## config.mk

```make
export PLATFORM = sky130hd
export DESIGN_NAME = if_fetch_stage
export DESIGN_NICKNAME = d
export VERILOG_FILES = /design/src/rtl/if_fetch_stage.sv
export SDC_FILE = /design/constraint.sdc
export NUM_CORES = 1
export LEC_CHECK = 0
export BUFFER_PORTS_ARGS = -buffer_cell sky130_fd_sc_hd__clkbuf_2
export CAP_MARGIN = 20
export CORE_ASPECT_RATIO = 1.1
export CORE_MARGIN = 2
export CORE_UTILIZATION = 59
export DETAILED_ROUTE_END_ITERATION = 7
export GPL_TIMING_DRIVEN = 1
export HOLD_SLACK_MARGIN = 0.15
export PLACE_DENSITY = 0.86
export SYNTH_ARGS = -nofsm -noshare
export SYNTH_HDL_FRONTEND = slang
export SYNTH_SLANG_ARGS = --single-unit
```

## constraint.sdc

```tcl
create_clock -name Clk -period 4.4 [get_ports Clk]
set_input_delay 0 -clock Clk [delete_from_list [all_inputs] [get_ports Clk]]
set_output_delay 0 -clock Clk [all_outputs]
set_load 0.02 [all_outputs]
```

## src/rtl/if_fetch_stage.sv

```systemverilog
// Instruction-fetch stage: issues PC to instruction memory over req/ack, fills the IF/ID
// register, and handles ID stalls with a one-entry skid buffer and flushes by draining the stale request.
module if_fetch_stage #(
    parameter int                 INSTR_W = 32,
    parameter logic [INSTR_W-1:0] NOP     = '0
) (
    input  logic               Clk,
    input  logic               Reset,
    input  logic [31:0]        PCResult,
    output logic               PCWrite,
    output logic               IMemReq,
    output logic [31:0]        IMemAddr,
    input  logic               IMemAck,
    input  logic [INSTR_W-1:0] IMemData,
    input  logic               Stall,
    input  logic               Flush,
    output logic [INSTR_W-1:0] IFID_Instr,
    output logic [31:0]        IFID_PCPlus4,
    output logic               IFID_Valid
);

    typedef enum logic [1:0] {FETCH, BUFFERED, DRAIN} state_t;

    state_t             state;
    logic [31:0]        drain_addr;
    logic [INSTR_W-1:0] buf_instr;
    logic [31:0]        buf_pc4;

    logic               fetch_ack;
    logic               deliver;
    logic [INSTR_W-1:0] dlv_instr;
    logic [31:0]        dlv_pc4;

    assign fetch_ack = (state == FETCH) && IMemAck;
    assign deliver   = fetch_ack || ((state == BUFFERED) && !Stall);
    assign dlv_instr = (state == BUFFERED) ? buf_instr : IMemData;
    assign dlv_pc4   = (state == BUFFERED) ? buf_pc4 : PCResult + 32'd4;

    // Request is gated by Reset so memory sees no request while the stage is held in reset.
    assign IMemReq  = Reset && (state != BUFFERED);
    assign IMemAddr = (state == DRAIN) ? drain_addr : PCResult;
    // An acked fetch has consumed PCResult even if it lands in the buffer, so the PC may advance.
    assign PCWrite  = Flush || fetch_ack;

    always_ff @(posedge Clk or negedge Reset) begin
        if (!Reset) begin
            state      <= FETCH;
            drain_addr <= '0;
            buf_instr  <= NOP;
            buf_pc4    <= '0;
        end else begin
            case (state)
                FETCH: begin
                    if (Flush) begin
                        if (!IMemAck) begin
                            drain_addr <= PCResult;
                            state      <= DRAIN;
                        end
                    end else if (IMemAck && Stall) begin
                        buf_instr <= IMemData;
                        buf_pc4   <= PCResult + 32'd4;
                        state     <= BUFFERED;
                    end
                end
                BUFFERED: begin
                    if (Flush || !Stall) state <= FETCH;
                end
                DRAIN: begin
                    if (IMemAck) state <= FETCH;
                end
                default: state <= FETCH;
            endcase
        end
    end

    always_ff @(posedge Clk or negedge Reset) begin
        if (!Reset) begin
            IFID_Instr   <= NOP;
            IFID_PCPlus4 <= '0;
            IFID_Valid   <= 1'b0;
        end else if (Flush) begin
            IFID_Instr <= NOP;
            IFID_Valid <= 1'b0;
        end else if (Stall) begin
            IFID_Instr   <= IFID_Instr;
            IFID_PCPlus4 <= IFID_PCPlus4;
            IFID_Valid   <= IFID_Valid;
        end else if (deliver) begin
            IFID_Instr   <= dlv_instr;
            IFID_PCPlus4 <= dlv_pc4;
            IFID_Valid   <= 1'b1;
        end else begin
            IFID_Instr <= NOP;
            IFID_Valid <= 1'b0;
        end
    end

endmodule

```

# Yosys cells after proc, flatten, opt, wreduce, memory -nomap -nowiden
# Index checks and enable logic that the tools add are counted.
# word_totals
regBits,163
in_bits,69
wordCells,47
# classes
n_mux,15
n_reduce_logical,13
bitwise,3
n_eq_ne,8
n_addsub,1
# ops
cell,count
$mux 32,6
$add 32x3->32 const B,1
$mux 2,5
$reduce_and 3->1,3
$ne 2x1->1 const B,3
$pmux 2 s3,1
$logic_and 1x1->1,4
$reduce_and 4->1,1
$logic_or 1x1->1,3
$mux 1,3
$ne 3x2->1 const B,1
$ne 3x3->1 const B,1
$not 1->1,3
$eq 2x1->1 const B,1
$eq 2x2->1 const B,1
$logic_not 2->1,1
$ne 2x2->1 const B,1
$logic_not 1->1,1

# Logic depth before layout (Yosys ltp)
# depth
word_depth,6
ltp_mapped,7
mapped_depth_nobuf,6

# Worst setup path after synthesis
# OpenSTA, ideal clock, no wires.
# synth_path
path_kind,reg2reg
from,register state[1]
to,register IFID_PCPlus4[5]
t_arrival_ns,1.556
required_ns,4.267
path_stages_with_launch,8
setup_ns,0.133
path_buffers,4
slack_ns,2.711
path_cell_list,dfrtp_1 -> buf_2 -> or4_1 -> clkbuf_1 -> buf_6 -> buf_2 -> nand2_1 -> o21ai_0
# synth_via
elab_chain_len,4
word_cells_on_any_way,7
# synth_lines
element,line,text
"start, declared",24,state_t state;
"start signal, assigned",47,state <= FETCH;
"start signal, assigned",57,state <= DRAIN;
"start signal, assigned",62,state <= BUFFERED;
$eq 2x1->1 or $logic_not 2->1 (tied branches),"35, 37, 34",
"$logic_and 1x1->1, on equally long branches","35, 34",
$logic_or 1x1->1,35,assign deliver = fetch_ack || ((state == BUFFERED) && !Stall);
$reduce_and 3->1 (no source line),n/a,
"end signal, assigned",86,IFID_PCPlus4 <= IFID_PCPlus4;
"end signal, assigned",90,IFID_PCPlus4 <= dlv_pc4;
"end, declared",18,"output logic [31:0] IFID_PCPlus4,"
# Several ways; a longest one is shown, not always the timed one.
# A chain may end at the register's enable or synchronous reset.

# Worst setup path after layout
# layout_path
from,register state[1]
to,output port IMemAddr[19]
# layout_via
elab_chain_len,2
# layout_lines
element,line,text
$eq 2x2->1,41,assign IMemAddr = (state == DRAIN) ? drain_addr : PCResult;
$mux 32,41,
"end, declared",12,"output logic [31:0] IMemAddr,"
# No other way between the ends.

==> results.cfg <==
[status]
status = completed

[synthesis]
synth_top_family_by_area = multiplexers
synth_fa_ha_area_share_pct = 0.166
synthFlopType = dfrtp_1
synth_area_leader_cell = dfrtp_1
synth_cell_types = 41
synth_top_cells_by_area = dfrtp_1, mux2_2, nand2_1
yosysSeqAreaShare_pct = 54.2
ys_ff_latch = 163
postSynthAreaPerCell_sq_um = 11.1
synth_area_sq_um = 7520
synth_top_area_share_pct = 54.2
syn-num-nets = 745
syn_inst = 675
synth-xor-area-share_pct = 3.14
synth-edff-count = 0
synthSimpleGateAreaFrac_pct = 11.9
async_reset_ff_share_pct = 100
ys_warn_count = 0
synth_compound_area_share_pct = 8.85
synthMuxAreaShare_pct = 18.9

[min_path]
hp-class = input port to flip-flop

[worst_setup_path]
start_kind = flip-flop
slowest_delay_ns = 0.89
critPathArrivalTime_ns = 2.52
critPathMaxFanout = 34
crit_path_end_kind = primary output
crit_chain = nor2b_4, mux2_2, clkbuf_2
critPathKind = flip-flop to primary output
slowest_stage = nor2b_4
worst-r2r-setup-slack_ns = 2.03
required_ns = 4.40

[sta]
maxSlewHeadroom_pct = 34.0
finalMaxSlewViolations = 0
setup_viol = 0
tightest_slew_ns = 0.988
period_minus_slack_ns = 2.52
hold_viol = 0
rsz0062_at_grt = false
fmax_mhz = 397
skew_ns = 0.00789
fin_crit_sh_pct = 57.2
tns_ns = 0

[job]
drv_cap = 0

[global_routing]
grt_pass1_vias = 6377
overflow = 0
antenna_found_initial = 0
grt_pass1_wl_mm = 32.3
grt_usage_pct = 30.0
grt_max_degree = 111

[finish]
drive_above_1_share_pct = 34.5
final-seq-area_sq_um = 4080
final_cell_mix = clkbuf_2, dfrtp_1, mux2_2
final_nets = 964
n_fill_cell = 750
multiInputGateArea_sq_um = 3280
layout_commonest_cell = clkbuf_2
syn2layout_area_growth_pct = 29.7
antennaDiodeCount = 0
fin_util_pct = 77.8

[clock_tree]
cts_sinks = 163
clkTransAtPathRegs_ns = 0.06
htreeDepth = 4
numCtsBuffers = 17
clockBufferDepth = 2
clock_latency_ns = 0.43
ctsRootBufferMaster = clkbuf_16
cts_tree = yes

[floorplanning]
ios = 168
core-area_sq_um = 12500
die_y_um = 122
die_area_sq_um = 13700
die_w_um = 112
start_util_pct = 60.0
fp-row-count = 43

[detailed_routing]
wl_mm = 19.9
vias = 6215
wire_per_inst_um = 18.8
drt_iter0_drc = 570
drc_errors = 0
routed_via_density = 5.86
postRouteAntennaNets = 0
first_pass_iters = 6

[placement]
globalplace.congestion = 0.802
place_hpwl_mm = 11.6
numPortBuffers = 167

[pwr]
vdd_drop_max_v = 0.000357
powerDensity_nw_per_um2 = 443
p_leak_uw = 0.00448
[where the power goes]
group / internal (uW) / switching (uW) / leakage [uW]
clock: 942 / 558 / 0.000292
combinational: 387 / 491 / 0.00217
sequential: 1780 / 161 / 0.00202
total: 3110 / 1210 / 0.00448
[timing repair]
| item | CTS | global route |
|---|---|---|
| resized for setup | 0 | 0 |
| buffers inserted | 0 | 0 |
| setup endpoints to repair | 0 | 0 |
| hold buffers | 67 | 0 |
| endpoints found under the hold margin | 265 | 0 |
[cell usage after synthesis, drive strengths merged (3+ instances only)]
master    n
dfrtp   163
mux2     97
nand2    96
o21ai    73
mux2i    33
nor2     31
buf      25
a21oi    22
nand3    21
xor2     18
clkbuf   17
o22ai    12
nand4    10
xnor2     9
and3      7
nor4      6
a21o      5
o211ai    5
a31oi     4
nor2b     3
nor3      3
[worst max-delay path: cells and delay by family (launching register included)]
family	cells	cell delay (ns)
muxes	1	0.43
DFF	1	0.59
and+or+nand+nor	1	0.89
buffers and inverters	1	0.16
[registers in the layout, summed over array words and instances, names as in the netlist]
register	count
IFID_Instr	32
IFID_PCPlus4	32
IFID_Valid	1
buf_instr	32
buf_pc4	32
drain_addr	32
state	2
[routing by layer]
metal | global-route usage, % | share of wire (%)
met2 | 53.2 | 52
met4 | 10.3 | 2.0
met3 | 6.27 | 6.5
met1 | 36.7 | 40
met5 | 0 | 0
[through the flow]
stage	worst slack (ns)	instance area (sq um)	hold slack, ns	total power, uW	std cells
after floorplan	2.71	7520	-0.296	2450	675
after global placement	2.04	8450	0.170	2720	963
after detailed placement	2.01	8450	0.186	2780	963
after CTS	1.89	9720	0.198	4310	1059
after global routing	1.77	9760	0.248	4500	1061
final	1.88	9760	0.217	4320	1061
[final timing paths]
kind	from	end	depth (start not counted)
min in group asynchronous	Reset	IFID_Instr[27]$_DFFE_PN0P_	2
setup / recovery	state[1]$_DFFE_PN0P_	IMemAddr[19]	3
setup reg to reg	state[0]$_DFFE_PN0P_	IFID_Instr[29]$_DFFE_PN0P_	4
hold / removal	Stall	IFID_PCPlus4[3]$_DFFE_PN0P_	4
hold reg to reg	IFID_PCPlus4[8]$_DFFE_PN0P_	IFID_PCPlus4[8]$_DFFE_PN0P_	1
max in group asynchronous	Reset	buf_instr[10]$_DFFE_PN0P_	3
[cell families (layout without fill, tap and decap cells)]
logic type	after synthesis	in the layout
compound gates	123	123
xor+xnor	27	27
buf+inv	44	273
flops	163	163
mux	130	130
fa+ha+maj	1	1
simple gates	187	187
[cell type report]
class | count | share of cell area [%]
flip-flops and latches | 163 | 41.8
well taps | 157 | 2.01
clock inverters | 5 | 1.03
inverters | 2 | 0.0769
clock buffers | 24 | 5.04
repair buffers | 242 | 16.4
multi-input cells | 468 | 33.7
(Power assumes the default switching activity.)
